===== src/rtl/fp_int_pkg.sv =====
// rtl/fp_int_pkg.sv - shared widths, FP16 constants and FSM states for the FP x INT normalizer
package fp_int_pkg;

  localparam int ACC_W     = 32;
  localparam int FRAC_BITS = 10;
  localparam int BIAS      = 15;
  localparam int EXP_W     = 5;
  localparam int MAN_W     = 10;
  localparam int FP_W      = 1 + EXP_W + MAN_W;
  localparam int SHIFT_W   = 5;

  // Biased exponent of a value whose leading one sits at mag[ACC_W-1] before any shift
  localparam int NORM_OFFSET = ACC_W - 1 - FRAC_BITS;

  localparam logic [FP_W-1:0]  POS_ZERO = 16'h0000;
  localparam logic [EXP_W-1:0] INF_EXP  = 5'h1F;

  typedef enum logic [2:0] {
    ST_IDLE,
    ST_ABS,
    ST_NORM,
    ST_ROUND,
    ST_DONE
  } state_t;

endpackage


===== src/rtl/fp16_round_pack.sv =====
// rtl/fp16_round_pack.sv - round-to-nearest-even and exponent limiting of a normalized magnitude into FP16
module fp16_round_pack
  import fp_int_pkg::*;
(
  input  logic               sign,
  input  logic [ACC_W-2:0]   mag,
  input  logic [EXP_W-1:0]   e,
  input  logic [SHIFT_W-1:0] shift_cnt,
  output logic [FP_W-1:0]    fp_out,
  output logic               ovf,
  output logic               udf
);

  // mag holds the bits below the implied leading one
  logic [MAN_W-1:0]  man;
  logic              guard;
  logic              sticky;
  logic              round_up;
  logic [MAN_W:0]    man_rnd;
  logic signed [6:0] exp_pre;
  logic signed [6:0] exp_fin;

  assign man      = mag[ACC_W-2 -: MAN_W];
  assign guard    = mag[ACC_W-2-MAN_W];
  assign sticky   = |mag[ACC_W-3-MAN_W:0];
  assign round_up = guard & (sticky | man[0]);
  assign man_rnd  = {1'b0, man} + {{MAN_W{1'b0}}, round_up};

  assign exp_pre = $signed(7'(NORM_OFFSET)) + $signed({2'b00, e}) - $signed({2'b00, shift_cnt});
  assign exp_fin = exp_pre + $signed({6'd0, man_rnd[MAN_W]});

  always_comb begin
    ovf    = 1'b0;
    udf    = 1'b0;
    fp_out = {sign, exp_fin[EXP_W-1:0], man_rnd[MAN_W-1:0]};
    if (exp_fin >= 7'sd31) begin
      fp_out = {sign, INF_EXP, {MAN_W{1'b0}}};
      ovf    = 1'b1;
    end else if (exp_fin <= 7'sd0) begin
      fp_out = {sign, {(FP_W-1){1'b0}}};
      udf    = 1'b1;
    end
  end

endmodule


===== src/rtl/fp_int_norm.sv =====
// rtl/fp_int_norm.sv - converts a fixed-point accumulator sum plus block exponent into an FP16 result
module fp_int_norm
  import fp_int_pkg::*;
(
  input  logic             clk,
  input  logic             rst,
  input  logic             in_valid,
  output logic             in_ready,
  input  logic [ACC_W-1:0] acc_in,
  input  logic [EXP_W-1:0] exp_in,
  output logic             out_valid,
  input  logic             out_ready,
  output logic [FP_W-1:0]  fp_out,
  output logic             ovf,
  output logic             udf
);

  state_t state;
  state_t state_next;

  logic               sign_q;
  logic [ACC_W-1:0]   mag_q;
  logic [EXP_W-1:0]   e_q;
  logic [SHIFT_W-1:0] shift_q;
  logic [ACC_W-1:0]   acc_abs;
  logic [FP_W-1:0]    rp_fp;
  logic               rp_ovf;
  logic               rp_udf;

  // -2^31 negates to itself, which is exactly 0x80000000 read as unsigned
  assign acc_abs = acc_in[ACC_W-1] ? ('0 - acc_in) : acc_in;

  assign in_ready  = (state == ST_IDLE);
  assign out_valid = (state == ST_DONE);

  always_ff @(posedge clk) begin
    if (rst) state <= ST_IDLE;
    else     state <= state_next;
  end

  always_comb begin
    state_next = state;
    case (state)
      ST_IDLE:  if (in_valid) state_next = ST_ABS;
      ST_ABS:   state_next = (mag_q == '0) ? ST_DONE : ST_NORM;
      ST_NORM:  if (mag_q[ACC_W-1]) state_next = ST_ROUND;
      ST_ROUND: state_next = ST_DONE;
      ST_DONE:  if (out_ready) state_next = ST_IDLE;
      default:  state_next = ST_IDLE;
    endcase
  end

  always_ff @(posedge clk) begin
    if (rst) begin
      sign_q  <= 1'b0;
      mag_q   <= '0;
      e_q     <= '0;
      shift_q <= '0;
      fp_out  <= POS_ZERO;
      ovf     <= 1'b0;
      udf     <= 1'b0;
    end else begin
      case (state)
        ST_IDLE: begin
          if (in_valid) begin
            sign_q  <= acc_in[ACC_W-1];
            mag_q   <= acc_abs;
            e_q     <= exp_in;
            shift_q <= '0;
          end
        end
        ST_ABS: begin
          if (mag_q == '0) begin
            fp_out <= POS_ZERO;
            ovf    <= 1'b0;
            udf    <= 1'b0;
          end
        end
        ST_NORM: begin
          if (!mag_q[ACC_W-1]) begin
            mag_q   <= mag_q << 1;
            shift_q <= shift_q + SHIFT_W'(1);
          end
        end
        ST_ROUND: begin
          fp_out <= rp_fp;
          ovf    <= rp_ovf;
          udf    <= rp_udf;
        end
        default: ;
      endcase
    end
  end

  fp16_round_pack u_round_pack (
    .sign      (sign_q),
    .mag       (mag_q[ACC_W-2:0]),
    .e         (e_q),
    .shift_cnt (shift_q),
    .fp_out    (rp_fp),
    .ovf       (rp_ovf),
    .udf       (rp_udf)
  );

endmodule


===== config.mk =====
export PLATFORM = sky130hd
export DESIGN_NAME = fp_int_norm
export DESIGN_NICKNAME = d
export VERILOG_FILES = /design/src/rtl/fp_int_pkg.sv /design/src/rtl/fp16_round_pack.sv /design/src/rtl/fp_int_norm.sv
export SDC_FILE = /design/constraint.sdc
export NUM_CORES = 1
export LEC_CHECK = 0
export ABC_AREA = 1
export BUFFER_PORTS_ARGS = -buffer_cell sky130_fd_sc_hd__buf_2
export CORE_ASPECT_RATIO = 2
export CORE_UTILIZATION = 40
export DETAILED_ROUTE_END_ITERATION = 10
export MAX_ROUTING_LAYER = met4
export PLACE_DENSITY = 0.56
export SYNTH_ARGS = -nofsm -noshare
export SYNTH_HDL_FRONTEND = slang
export SYNTH_SLANG_ARGS = --single-unit

===== constraint.sdc =====
create_clock -name clk -period 10 [get_ports clk]
set_clock_uncertainty 0.15 [all_clocks]
set_input_delay 1 -clock clk [delete_from_list [all_inputs] [get_ports clk]]
set_output_delay 1 -clock clk [all_outputs]
set_load 0.005 [all_outputs]

==> impl_results.md, run 1 <==
* Post-cts hold buffer count at 0
* Final setup vio count at 0
* Drt wl/cell at 13.8 um
* Clock sinks at 64
* First-pass GRT wire length at 19,800 um
* Fmax at 0.270 GHz
* Slew at the pin with the worst max-slew slack at 1.02 ns
* Synth area leader: dfxtp_1
* Peak VDD IR at 0.000109 V
* Worst-Skew Late Latency at 0.34 ns
* Mapped Avg Cell Area at 6.47 um^2
* Fraction of layout instances using a drive strength above 1 at 17.7%
* Critical-path maximum fanout at 11
* Mapped Nets at 745
* Synth top area cells: dfxtp_1 (29%), nand2_1 (12%), a21oi_1 (9.1%), nand3_1 (8.2%), inv_1 (5.9%)
* Pin count of the biggest net entering global routing at 41
* HP Class: register to register
* Rows at 54
* CP Capture Type: register
* Status: finished clean
* Width of the die at 76.6 um
* Final period util at 37.1%
* Final hold violation count at 0
* Drt total wl at 12,100 um
* Total leakage power at 2.34 nW
* GPL Wtd Cong at 0.883
* Sw Ratio at 39.5%
* Cts repair resizes at 0
* CTS tree: built
* Power share of the clock group at 31.8%
* H-tree Lvls at 3
* Clock transition at path regs at 0.06 ns
* Seq pwr share at 30.6%
* Yosys cell types at 45
* Initial antenna violation count at 0
* Initial DRC count at 134
* Vias in the first global route at 4,215
* Initial cell density of the core at 40.9%
* Post-synth top area share at 28.8%
* Die area at 11,600 um^2
* Seq/Total Area, Yosys at 28.8%
* HPWL Detailed at 9440 um
* Vias at 4,536
* Maximum clock insertion buffer count at 2
* Max cap viols at 0
* Slew Limit Fails at 0
* Die height at 151 um
* Area growth, synth to finish at 15.5%
* Crit path max-delay cell type: dfxtp_1
* Final setup TNS at 0 ns
* DR vias/cell at 5.16
* Number of remaining DRC errors at 0
* Internal cell power at 659 uW
* Post-CTS Setup Inserts at 0
* Flops & latches, synth at 64
* Critical Path Source Type: register
* Synth warn at 0
* Setup CP Type: register to register
* Crit-path cells: nand2_1, inv_1, ha_1, nand3_1, nor4_1, nand3_1, ha_1, inv_1, ha_1, inv_1, fa_1, inv_1, nand2_1, nand2_1, nor2_1, nand3_1, nor2_1, nand2_1, nand2_2, nor2_2, nand3_1, a21oi_1
* ANT cells at 0
* PwrDens at 212 nW/um^2
* Required @ worst endpoint at 10.11 ns
* I/O Pins at 61
* Period minus WS final at 3.71 ns
* First-pass iteration count of the detailed router at 4
* Crit path arrival time at 3.82 ns
* Port bufs at 60
* Total track usage at 22.4%
* Grt ovf at 0
* Synthesized area at 4450 um^2
* Num CTS Buffers at 9
* Core box area at 10,900 um^2
* Worst hold slack at 0.310 ns
* Max incr delay on CP at 0.39 ns
* Switching component of the power at 430 uW
* Syn Inst Count at 688
* Slew HR at 31.7%
* Logic pwr share at 37.6%
* RSZ-0062 raised after global routing: no
* Root Buffer: clkbuf_16
* Fin nets at 791
* ANT nets after route at 0
## path summary, 6_finish.rpt
path / start / to / slack [ns] / cells past startpoint
min: udf / udf / 0.31 / 2
max: mag_q[20] / fp_out[2] / 6.29 / 22
max reg2reg: mag_q[20] / fp_out[2] / 6.29 / 22
min reg2reg: udf / udf / 0.31 / 2
## synthesized netlist by cell type, drive strengths merged
library cell / instances
nor3: 16
nand4: 13
xor2: 8
o21bai: 2
o31ai: 2
fa: 1
nor2: 63
nand3b: 6
buf: 14
nand2: 149
a21o: 2
nand3: 75
clkinv: 1
dfxtp: 64
or2: 8
xnor2: 3
o22ai: 4
ha: 15
clkbuf: 11
a31oi: 3
nor4: 3
o21ai: 48
nor3b: 1
a21boi: 2
inv: 90
o21a: 1
a21oi: 83
## kinds of logic (layout without fill, tap and decap cells)
family	after synthesis	after routing	share of synthesized area, %
AO/OA/AOI/OAI	147	147	18.0
XOR/XNOR	11	11	2.17
adder cells (fa/ha/maj)	16	16	4.67
buffers and inverters	116	167	10.3
flip-flops	64	64	28.8
AND/OR/NAND/NOR	334	334	36.1
## final cells by class
type	count	area, um^2
Multi-Input combinational cell	508	2710
Clock inverter	6	91.3
Tap cell	140	175
Clock buffer	10	239
Timing Repair Buffer	60	300
Inverter	91	342
Sequential cell	64	1280
Fill cell	1166	5740
## registers in the layout, summed over array words and instances, names as in the netlist
signal and count:
shift_q 5, ovf 1, sign_q 1, udf 1, mag_q 32, fp_out 16, state 3, e_q 5
## cell usage in the layout, fill, tap and decap left out, types with 10 or more instances in the layout
cell,count
nand2_1,140
nand3_1,73
inv_2,20
buf_2,60
nor2_1,48
dfxtp_1,64
nor2_2,10
nand4_1,13
inv_1,70
o21ai_1,27
a21oi_1,81
nor3_1,13
ha_1,15
o21ai_0,20
## power groups by stage
stage	Sequential [mW]	Clock [mW]	Combinational [mW]
5_1_grt	0.339	0.363	0.465
6_report	0.333	0.346	0.410
4_1_cts	0.333	0.351	0.412
2_1_floorplan	0.329	0	0.327
3_3_place_gp	0.337	0	0.406
3_5_place_dp	0.338	0	0.410
## stage by stage
step / cells / utilization, % / worst slack [ns] / cell area, um^2 / total power, mW
2_1_floorplan: 688 / - / 6.76 / 4450 / 0.656
3_3_place_gp: 863 / 44.2 / 6.38 / 4810 / 0.743
3_5_place_dp: 863 / 44.2 / 6.27 / 4810 / 0.748
4_1_cts: 879 / 47.2 / 6.27 / 5140 / 1.10
5_1_grt: 879 / 47.2 / 5.91 / 5140 / 1.17
6_report: 879 / 47.2 / 6.29 / 5140 / 1.09
## worst max-delay path: cells and delay by family, from the launching register on
kind / cells / cell delay (ns)
compound gates: 1 / 0.16
buf+inv: 4 / 0.31
simple gates: 13 / 1.57
fa+ha+maj: 4 / 1.03
flops: 1 / 0.39
## metal layers
metal	global-route usage [%]	up-vias	wire, um
li1	-	2372	-
met1	21.3	2068	4750
met2	44.7	77	6900
met3	3.01	19	254
met4	8.94	0	233
met5	-	-	0
No activity file was read; power rests on OpenSTA's default activity.
==> inputs of run 2 (changes only) <==
--- a/config.mk
+++ b/config.mk
@@ -5,13 +5,13 @@
 export SDC_FILE = /design/constraint.sdc
 export NUM_CORES = 1
 export LEC_CHECK = 0
-export ABC_AREA = 1
+export ABC_AREA = 0
 export BUFFER_PORTS_ARGS = -buffer_cell sky130_fd_sc_hd__buf_2
 export CORE_ASPECT_RATIO = 2
 export CORE_UTILIZATION = 40
 export DETAILED_ROUTE_END_ITERATION = 10
 export MAX_ROUTING_LAYER = met4
-export PLACE_DENSITY = 0.56
+export PLACE_DENSITY = 0.57
 export SYNTH_ARGS = -nofsm -noshare
 export SYNTH_HDL_FRONTEND = slang
 export SYNTH_SLANG_ARGS = --single-unit
==> constraint.sdc (replaced) <==
create_clock -name clk -period 3.55 [get_ports clk]
set_clock_uncertainty 0.15 [all_clocks]
set_input_delay 0.355 -clock clk [delete_from_list [all_inputs] [get_ports clk]]
set_output_delay 0.355 -clock clk [all_outputs]
set_load 0.005 [all_outputs]
==> impl_results.md, run 2 <==
* First-pass GRT wire length at 17,400 um (-12%)
* Initial DRC count at 170 (+27%)
* Worst hold slack at 0.113 ns (-0.197 ns)
* Fmax at 0.293 GHz (+8.5%)
* Most common cell in the netlist: dfxtp_1
* PwrDens at 586 nW/um^2 (+180%)
* Yosys cell types at 54 (+20%)
* Total power at 2.79 mW (+160%)
* Grt ovf at 0 (unchanged)
* Critical-path maximum fanout at 5 (-6)
* Synth area leader: dfxtp_1
* Number of remaining DRC errors at 0 (unchanged)
* Required @ worst endpoint at 3.66 ns (-6.45 ns)
* Vias in the first global route at 3,693 (-12%)
* Period minus WS final at 3.42 ns (-0.289 ns)
* Number of flip-flops in the largest register at 32 (unchanged)
* Async S/R FF share, synth at 0% (unchanged)
* Post-CTS Setup Inserts at 0 (unchanged)
* Worst slack, placed at -0.0836 ns (-6.36 ns)
* Clock transition at path regs at 0.05 ns (about the same)
* Port bufs at 60 (unchanged)
* Hold path startpoint: exp_in[4]
* Final period util at 96.3% (+59 points)
* Commonest cells post-synth: dfxtp_1 (64), nor2_1 (53), a21oi_1 (35), xnor2_1 (35), nand2_1 (33)
* First-pass iteration count of the detailed router at 5 (+1)
* Post-synth top area share at 33.0% (+4.2 points)
* Status: finished clean
* Maximum clock insertion buffer count at 2 (unchanged)
* CP Capture Type: register
* Syn Inst Count at 471 (-32%)
* HPWL Detailed at 7870 um (-17%)
* Seq/Total Area, Yosys at 33.0% (+4.2 points)
* Slew HR at 43.1% (+11 points)
* Largest registers: mag_q x32, fp_out x16
* GPL Wtd Cong at 0.813 (-7.9%)
* Slew at the pin with the worst max-slew slack at 0.850 ns (-0.173 ns)
* I/O Pins at 61 (unchanged)
* R2R Setup Slk at 0.13 ns (-6.16 ns)
* Post-cts hold buffer count at 0 (unchanged)
* Initial antenna violation count at 0 (unchanged)
* Main synth FF type: dfxtp_1
* Final hold violation count at 0 (unchanged)
* Area growth, synth to finish at 22.3%
* Critical Path Source Type: register
* Clock sinks at 64 (unchanged)
* Synthesized area at 3890 um^2 (-13%)
* Worst Hold Depth at 3 (+1)
* Num CTS Buffers at 9 (unchanged)
* Vias at 3,723 (-18%)
* Post-layout util at 50.6% (+3.4 points)
* DR vias/cell at 5.77 (+12%)
* Peak VDD IR at 0.000363 V (+230%)
* Die height at 141 um (-6.5%)
* ANT cells at 0 (unchanged)
* Setup CP Type: register to register
* Worst-Skew Late Latency at 0.33 ns (about the same)
* Fraction of layout instances using a drive strength above 1 at 23.1% (+5.4 points)
* HP Class: primary input to register
* Pin count of the biggest net entering global routing at 48 (+17%)
* H-tree Lvls at 3 (unchanged)
* Mapped Avg Cell Area at 8.25 um^2 (+28%)
* Slew Limit Fails at 0 (unchanged)
* Synth warn at 0 (unchanged)
* CTS tree: built
* Drt total wl at 10,400 um (-14%)
* Total track usage at 22.6% (+0.12 points)
* ANT nets after route at 0 (unchanged)
* Flops & latches, synth at 64 (unchanged)
* Synth top area cells: dfxtp_1 (33%), xnor2_1 (7.9%), nor2_1 (5.1%), ha_1 (4.8%), a21oi_1 (4.5%)
* Max cap viols at 0 (unchanged)
* Leading cell types in the layout, fill and taps excluded: dfxtp_1 (62), buf_2 (60), nor2_1 (52)
* Root Buffer: clkbuf_16
* Most flop-heavy register: mag_q
* Reg-to-Reg End: fp_out[3]
* Reg2Reg Depth at 16 (-27%)
* Initial cell density of the core at 41.4% (+0.51 points)
* Rows at 50 (-7.4%)
* Die area at 10,100 um^2 (-12%)
* WHS Endpoint: e_q[4]
* Number of flops mapped to enable cells by yosys at 0 (unchanged)
* Mapped Nets at 528 (-29%)
* Final setup margin at 0.132 ns (-6.16 ns)
* Drt wl/cell at 16.1 um (+17%)
* Final setup vio count at 0 (unchanged)
* Core box area at 9380 um^2 (-14%)
* Total leakage power at 1.88 nW (-20%)
* Crit path arrival time at 3.52 ns (-0.30 ns)
* Fin nets at 593 (-25%)
* RR Startpoint: mag_q[21]
* Width of the die at 71.7 um (-6.4%)
* Commonest non-fill, non-tap cell in the layout: dfxtp_1
run 2: cell types whose count changed after synthesis, sizes merged, moves of 10 or more:
cell and change:
a211oi +14, buf -14, nand2 -116, xnor2 +32
o2bb2ai +18, nor4 +11, o21ai -25, clkbuf +15
inv -70, nand3 -64, nor2 -10, a21oi -48
run 2: how the worst max path moves through the flow:
stage                     cells past startpoint         to  slack (ns)       from
final                                        16  fp_out[3]        0.13  mag_q[21]
after global routing                         16  fp_out[5]      -0.008  mag_q[21]
after CTS                                    16  fp_out[2]      0.0005  mag_q[21]
after detailed placement                     16  fp_out[2]       -0.08  mag_q[21]
after global placement                       16  fp_out[8]        0.09  mag_q[21]
after floorplan                              17  fp_out[0]       0.007  mag_q[21]
run 2: stage by stage:
stage | setup TNS, ns | area, um^2 | cells
2_1_floorplan | 0 | 3890 | 471
6_report | 0 | 4750 | 645
3_5_place_dp | -0.597 | 4370 | 628
5_1_grt | -0.00917 | 4750 | 645
3_3_place_gp | 0 | 4370 | 628
4_1_cts | 0 | 4650 | 645
run 2: area by class of cell:
cell class	count	area (um^2)
fillers	936	4630
multi-input cells	361	2550
flip-flops and latches	64	1280
repair buffers	79	443
clock buffers	12	246
well taps	104	130
inverters	21	78.8
clock inverters	4	20.0
run 2: routing by layer:
metal	GRT usage, %	vias up	routed length [um]
met1	22.6	1746	3910
met4	10.8	0	313
met3	3.69	22	293
met5	-	-	0
li1	-	1872	-
met2	41.3	83	5880
run 2: repair_timing:
| item | in CTS | in global routing |
|---|---|---|
| setup endpoints to repair | 10 | 16 |
| gates resized for setup | 0 | 21 |
| pin swaps | 1 | 8 |
| gates cloned | 1 | 0 |
run 2: power breakdown:
part           switching (mW)  leakage (nW)  internal [mW]  total [mW]
Combinational           0.636          1.22          0.439        1.07
Sequential             0.0998         0.524          0.822       0.922
Clock                   0.302         0.136          0.486       0.788
Total                    1.04          1.88           1.75        2.79
run 2: worst max-delay path, stage by stage (launching register included):
cell and delay, ns:
dfxtp_2 0.32, and2_4 0.16, ha_4 0.14, nand3_4 0.09
nor2_4 0.14, nand3_2 0.09, ha_1 0.28, inv_1 0.06
ha_2 0.17, inv_1 0.05, fa_2 0.34, nand2b_4 0.16
a21oi_4 0.17, xnor2_2 0.12, and4_4 0.22, a2111o_1 0.52
o2bb2ai_1 0.18
run 2: cells by family (layout without fill, tap and decap cells):
group | count (synthesis) | in the layout | share of synthesized area, %
xor gates and xnor gates | 48 | 48 | 10.8
adders and majority gates | 16 | 16 | 5.34
AOI/OAI and AO/OA | 142 | 143 | 25.9
DFF | 64 | 64 | 33.0
buffers and inverters | 47 | 116 | 4.54
and+or+nand+nor | 151 | 151 | 19.7
muxes | 3 | 3 | 0.773
==> inputs of run 3 (changes only) <==
--- a/config.mk
+++ b/config.mk
@@ -11,7 +11,9 @@
 export CORE_UTILIZATION = 40
 export DETAILED_ROUTE_END_ITERATION = 10
 export MAX_ROUTING_LAYER = met4
-export PLACE_DENSITY = 0.57
+export PLACE_DENSITY = 0.56
+export SETUP_SLACK_MARGIN = 0.05
 export SYNTH_ARGS = -nofsm -noshare
 export SYNTH_HDL_FRONTEND = slang
+export SYNTH_HIERARCHICAL = 1
 export SYNTH_SLANG_ARGS = --single-unit
==> impl_results.md, run 3 <==
* Internal cell power at 1.83 mW (+4.9%)
* Required @ worst endpoint at 3.61 ns (-0.05 ns)
* Sequential cell area at 1280 um^2 (about the same)
* Area growth, synth to finish at 22.7%
* Slew Limit Fails at 0 (unchanged)
* Initial antenna violation count at 0 (unchanged)
* Period minus WS final at 3.38 ns (-0.0367 ns)
* Number of flip-flops in the largest register at 32 (unchanged)
* Slew HR at 58.0% (+15 points)
* Fraction of layout instances using a drive strength above 1 at 23.2% (+0.088 points)
* Total power at 2.86 mW (+2.8%)
* Leading cell types in the layout, fill and taps excluded: dfxtp_1 (63), buf_2 (60), nor2_1 (44), nand2_1 (44), a21oi_1 (31)
* Switching component of the power at 1.03 mW (-0.63%)
* Final setup vio count at 0 (unchanged)
* Root Buffer: clkbuf_16
* Rows at 52 (+4.0%)
* Yosys cell types at 66 (+22%)
* Critical Path Source Type: register
* Final hold violation count at 0 (unchanged)
* Port bufs at 60 (unchanged)
* Commonest non-fill, non-tap cell in the layout: dfxtp_1
* Die height at 146 um (+3.5%)
* ANT cells at 0 (unchanged)
* Synth warn at 6 (+6)
* Non-filler instance count after layout at 730 (+13%)
* Post-cts hold buffer count at 0 (unchanged)
* Worst-Skew Late Latency at 0.33 ns (about the same)
* Width of the die at 74.2 um (+3.5%)
* HP Class: primary input to register
* Setup CP Type: register to register
* Mapped Avg Cell Area at 7.94 um^2 (-3.8%)
* Max incr delay on CP at 0.56 ns (+0.04 ns)
* Status: finished clean
* Commonest cells post-synth: dfxtp_1 (64), nor2_1 (45), nand2_1 (44)
* Max cap viols at 0 (unchanged)
* Most flop-heavy register: mag_q
* Total leakage power at 1.99 nW (+5.9%)
* Synthesized area at 4170 um^2 (+7.3%)
* HPWL Detailed at 9860 um (+25%)
* Synth top area cells: dfxtp_1 (31%), xor2_1 (4.8%), nor4_1 (4.5%), nor2_1 (4.1%), a22o_1 (4.0%)
* Syn Inst Count at 525 (+11%)
* Synth area leader: dfxtp_1
* Most common cell in the netlist: dfxtp_1
* Total track usage at 26.4% (+3.9 points)
* Crit path max-delay cell type: fa_2
* Pin count of the biggest net entering global routing at 33 (-31%)
* Power share of the clock group at 30.9% (+2.6 points)
* Slew at the pin with the worst max-slew slack at 0.625 ns (-0.225 ns)
* Initial DRC count at 252 (+48%)
* Vias in the first global route at 4,334 (+17%)
* Design Area, Final at 5110 um^2 (+7.6%)
* Number of flops mapped to enable cells by yosys at 0 (unchanged)
* Initial cell density of the core at 41.1% (-0.34 points)
* Number of remaining DRC errors at 0 (unchanged)
* Drt total wl at 13,000 um (+25%)
* Post-layout util at 50.4% (-0.26 points)
* Die area at 10,900 um^2 (+7.1%)
* Seq/Total Area, Yosys at 30.7% (-2.2 points)
* First-pass GRT wire length at 21,300 um (+22%)
* Num CTS Buffers at 9 (unchanged)
* Critical-path maximum fanout at 5 (unchanged)
* Post-synth top area share at 30.7% (-2.2 points)
* RSZ-0062 raised after global routing: no
* Clock transition at path regs at 0.05 ns (about the same)
* Clock sinks at 64 (unchanged)
* Final period util at 95.3% (-1.0 points)
* Maximum clock insertion buffer count at 2 (unchanged)
* CP Capture Type: register
* DR vias/cell at 5.92 (+2.5%)
* Mapped Nets at 579 (+9.7%)
* Area occupied by multi-input gates at 2770 um^2 (+8.6%)
* Fmax at 0.296 GHz (+1.1%)
* Sw Ratio at 36.0% (-1.3 points)
* Drt wl/cell at 17.8 um (+10%)
* I/O Pins at 61 (unchanged)
* Flops & latches, synth at 64 (unchanged)
* Async S/R FF share, synth at 0% (unchanged)
* First-pass iteration count of the detailed router at 5 (unchanged)
* GPL Wtd Cong at 0.915 (+13%)
* Peak VDD IR at 0.000377 V (+4.0%)
* Seq pwr share at 32.8% (-0.3 points)
* Largest registers: mag_q x32, fp_out x16
* Crit-path cells: and2_4, ha_4, and2_4, nand4_1, fa_2, inv_2, ha_4, fa_2, nand2_1, or3_4, nand4_1, o211a_4, nor4_4, a22o_1
* PwrDens at 560 nW/um^2 (-4.4%)
* CTS tree: built
* Grt ovf at 0 (unchanged)
* Fill cells at 1,042 (+11%)
* H-tree Lvls at 3 (unchanged)
* Core box area at 10,100 um^2 (+8.2%)
* Fin nets at 644 (+8.6%)
* Placement Cell Area at 4700 um^2 (+7.7%)
* Main synth FF type: dfxtp_1
* Logic pwr share at 36.3% (-2.3 points)
* Vias at 4,319 (+16%)
* DP Cell Count at 712 (+13%)
* ANT nets after route at 0 (unchanged)
* Crit path arrival time at 3.45 ns (-0.07 ns)
## run 3: per-layer routing
metal	vias to the layer above	track usage (%)	share of wire (%)
met5	-	-	0
met1	2036	27.1	38
met3	38	3.73	4.0
met2	138	47.1	54
met4	0	12.7	4.2
li1	2107	-	-
## run 3: layout make-up
cell class | instances | area share, %
multi-input combinational | 405 | 54.2
sequential | 64 | 25.1
timing repair buffer | 87 | 9.84
clock buffer | 13 | 5.09
tap | 135 | 3.30
inverter | 23 | 1.69
clock inverter | 3 | 0.783
## run 3: worst max-delay path, delay by kind of cell (launching register included)
| kind | cells | cell delay (ns) |
|---|---|---|
| adder cells (fa/ha/maj) | 4 | 1.10 |
| buffers and inverters | 1 | 0.04 |
| AND/OR/NAND/NOR | 7 | 1.14 |
| AO/OA/AOI/OAI | 2 | 0.50 |
| flip-flops | 1 | 0.35 |
## run 3: path summary, 6_finish.rpt
path              from        end  slack [ns]  cells after the start
min reg2reg     e_q[1]     e_q[1]        0.31                      2
max          mag_q[21]  fp_out[0]        0.17                     14
min          exp_in[3]     e_q[3]        0.11                      3
max reg2reg  mag_q[21]  fp_out[0]        0.17                     14
## run 3: power groups by stage
stage	logic [mW]	registers, mW	clock network (mW)
6_report	1.04	0.940	0.884
3_5_place_dp	0.978	0.951	0
3_3_place_gp	0.964	0.948	0
2_1_floorplan	0.663	0.928	0
4_1_cts	1.02	0.936	0.904
5_1_grt	1.15	0.956	0.935
## run 3: kinds of logic (layout without fill, tap and decap cells)
kind of cell | after synthesis | count (layout) | share of synthesized area [%]
flip-flops | 64 | 64 | 30.7
buffers and inverters | 57 | 126 | 5.70
AND/OR/NAND/NOR | 218 | 218 | 28.1
AO/OA/AOI/OAI | 132 | 133 | 22.4
adder cells (fa/ha/maj) | 13 | 13 | 4.26
XOR/XNOR | 36 | 36 | 7.56
multiplexers | 5 | 5 | 1.26
## run 3: per-stage QoR
stage	setup TNS (ns)	setup slack, ns	hold slack (ns)
4_1_cts	0	0.0831	0.104
3_5_place_dp	-0.656	-0.0802	0.301
2_1_floorplan	0	0.232	0.286
5_1_grt	0	0.0454	0.123
3_3_place_gp	0	0.0152	0.297
6_report	0	0.168	0.112
## run 3: repair_timing
action | in CTS | in global routing
cloned | 1 | 0
setup endpoints to repair | 10 | 17
resized for setup | 10 | 11
pin swaps | 3 | 4
setup buffers | 0 | 1
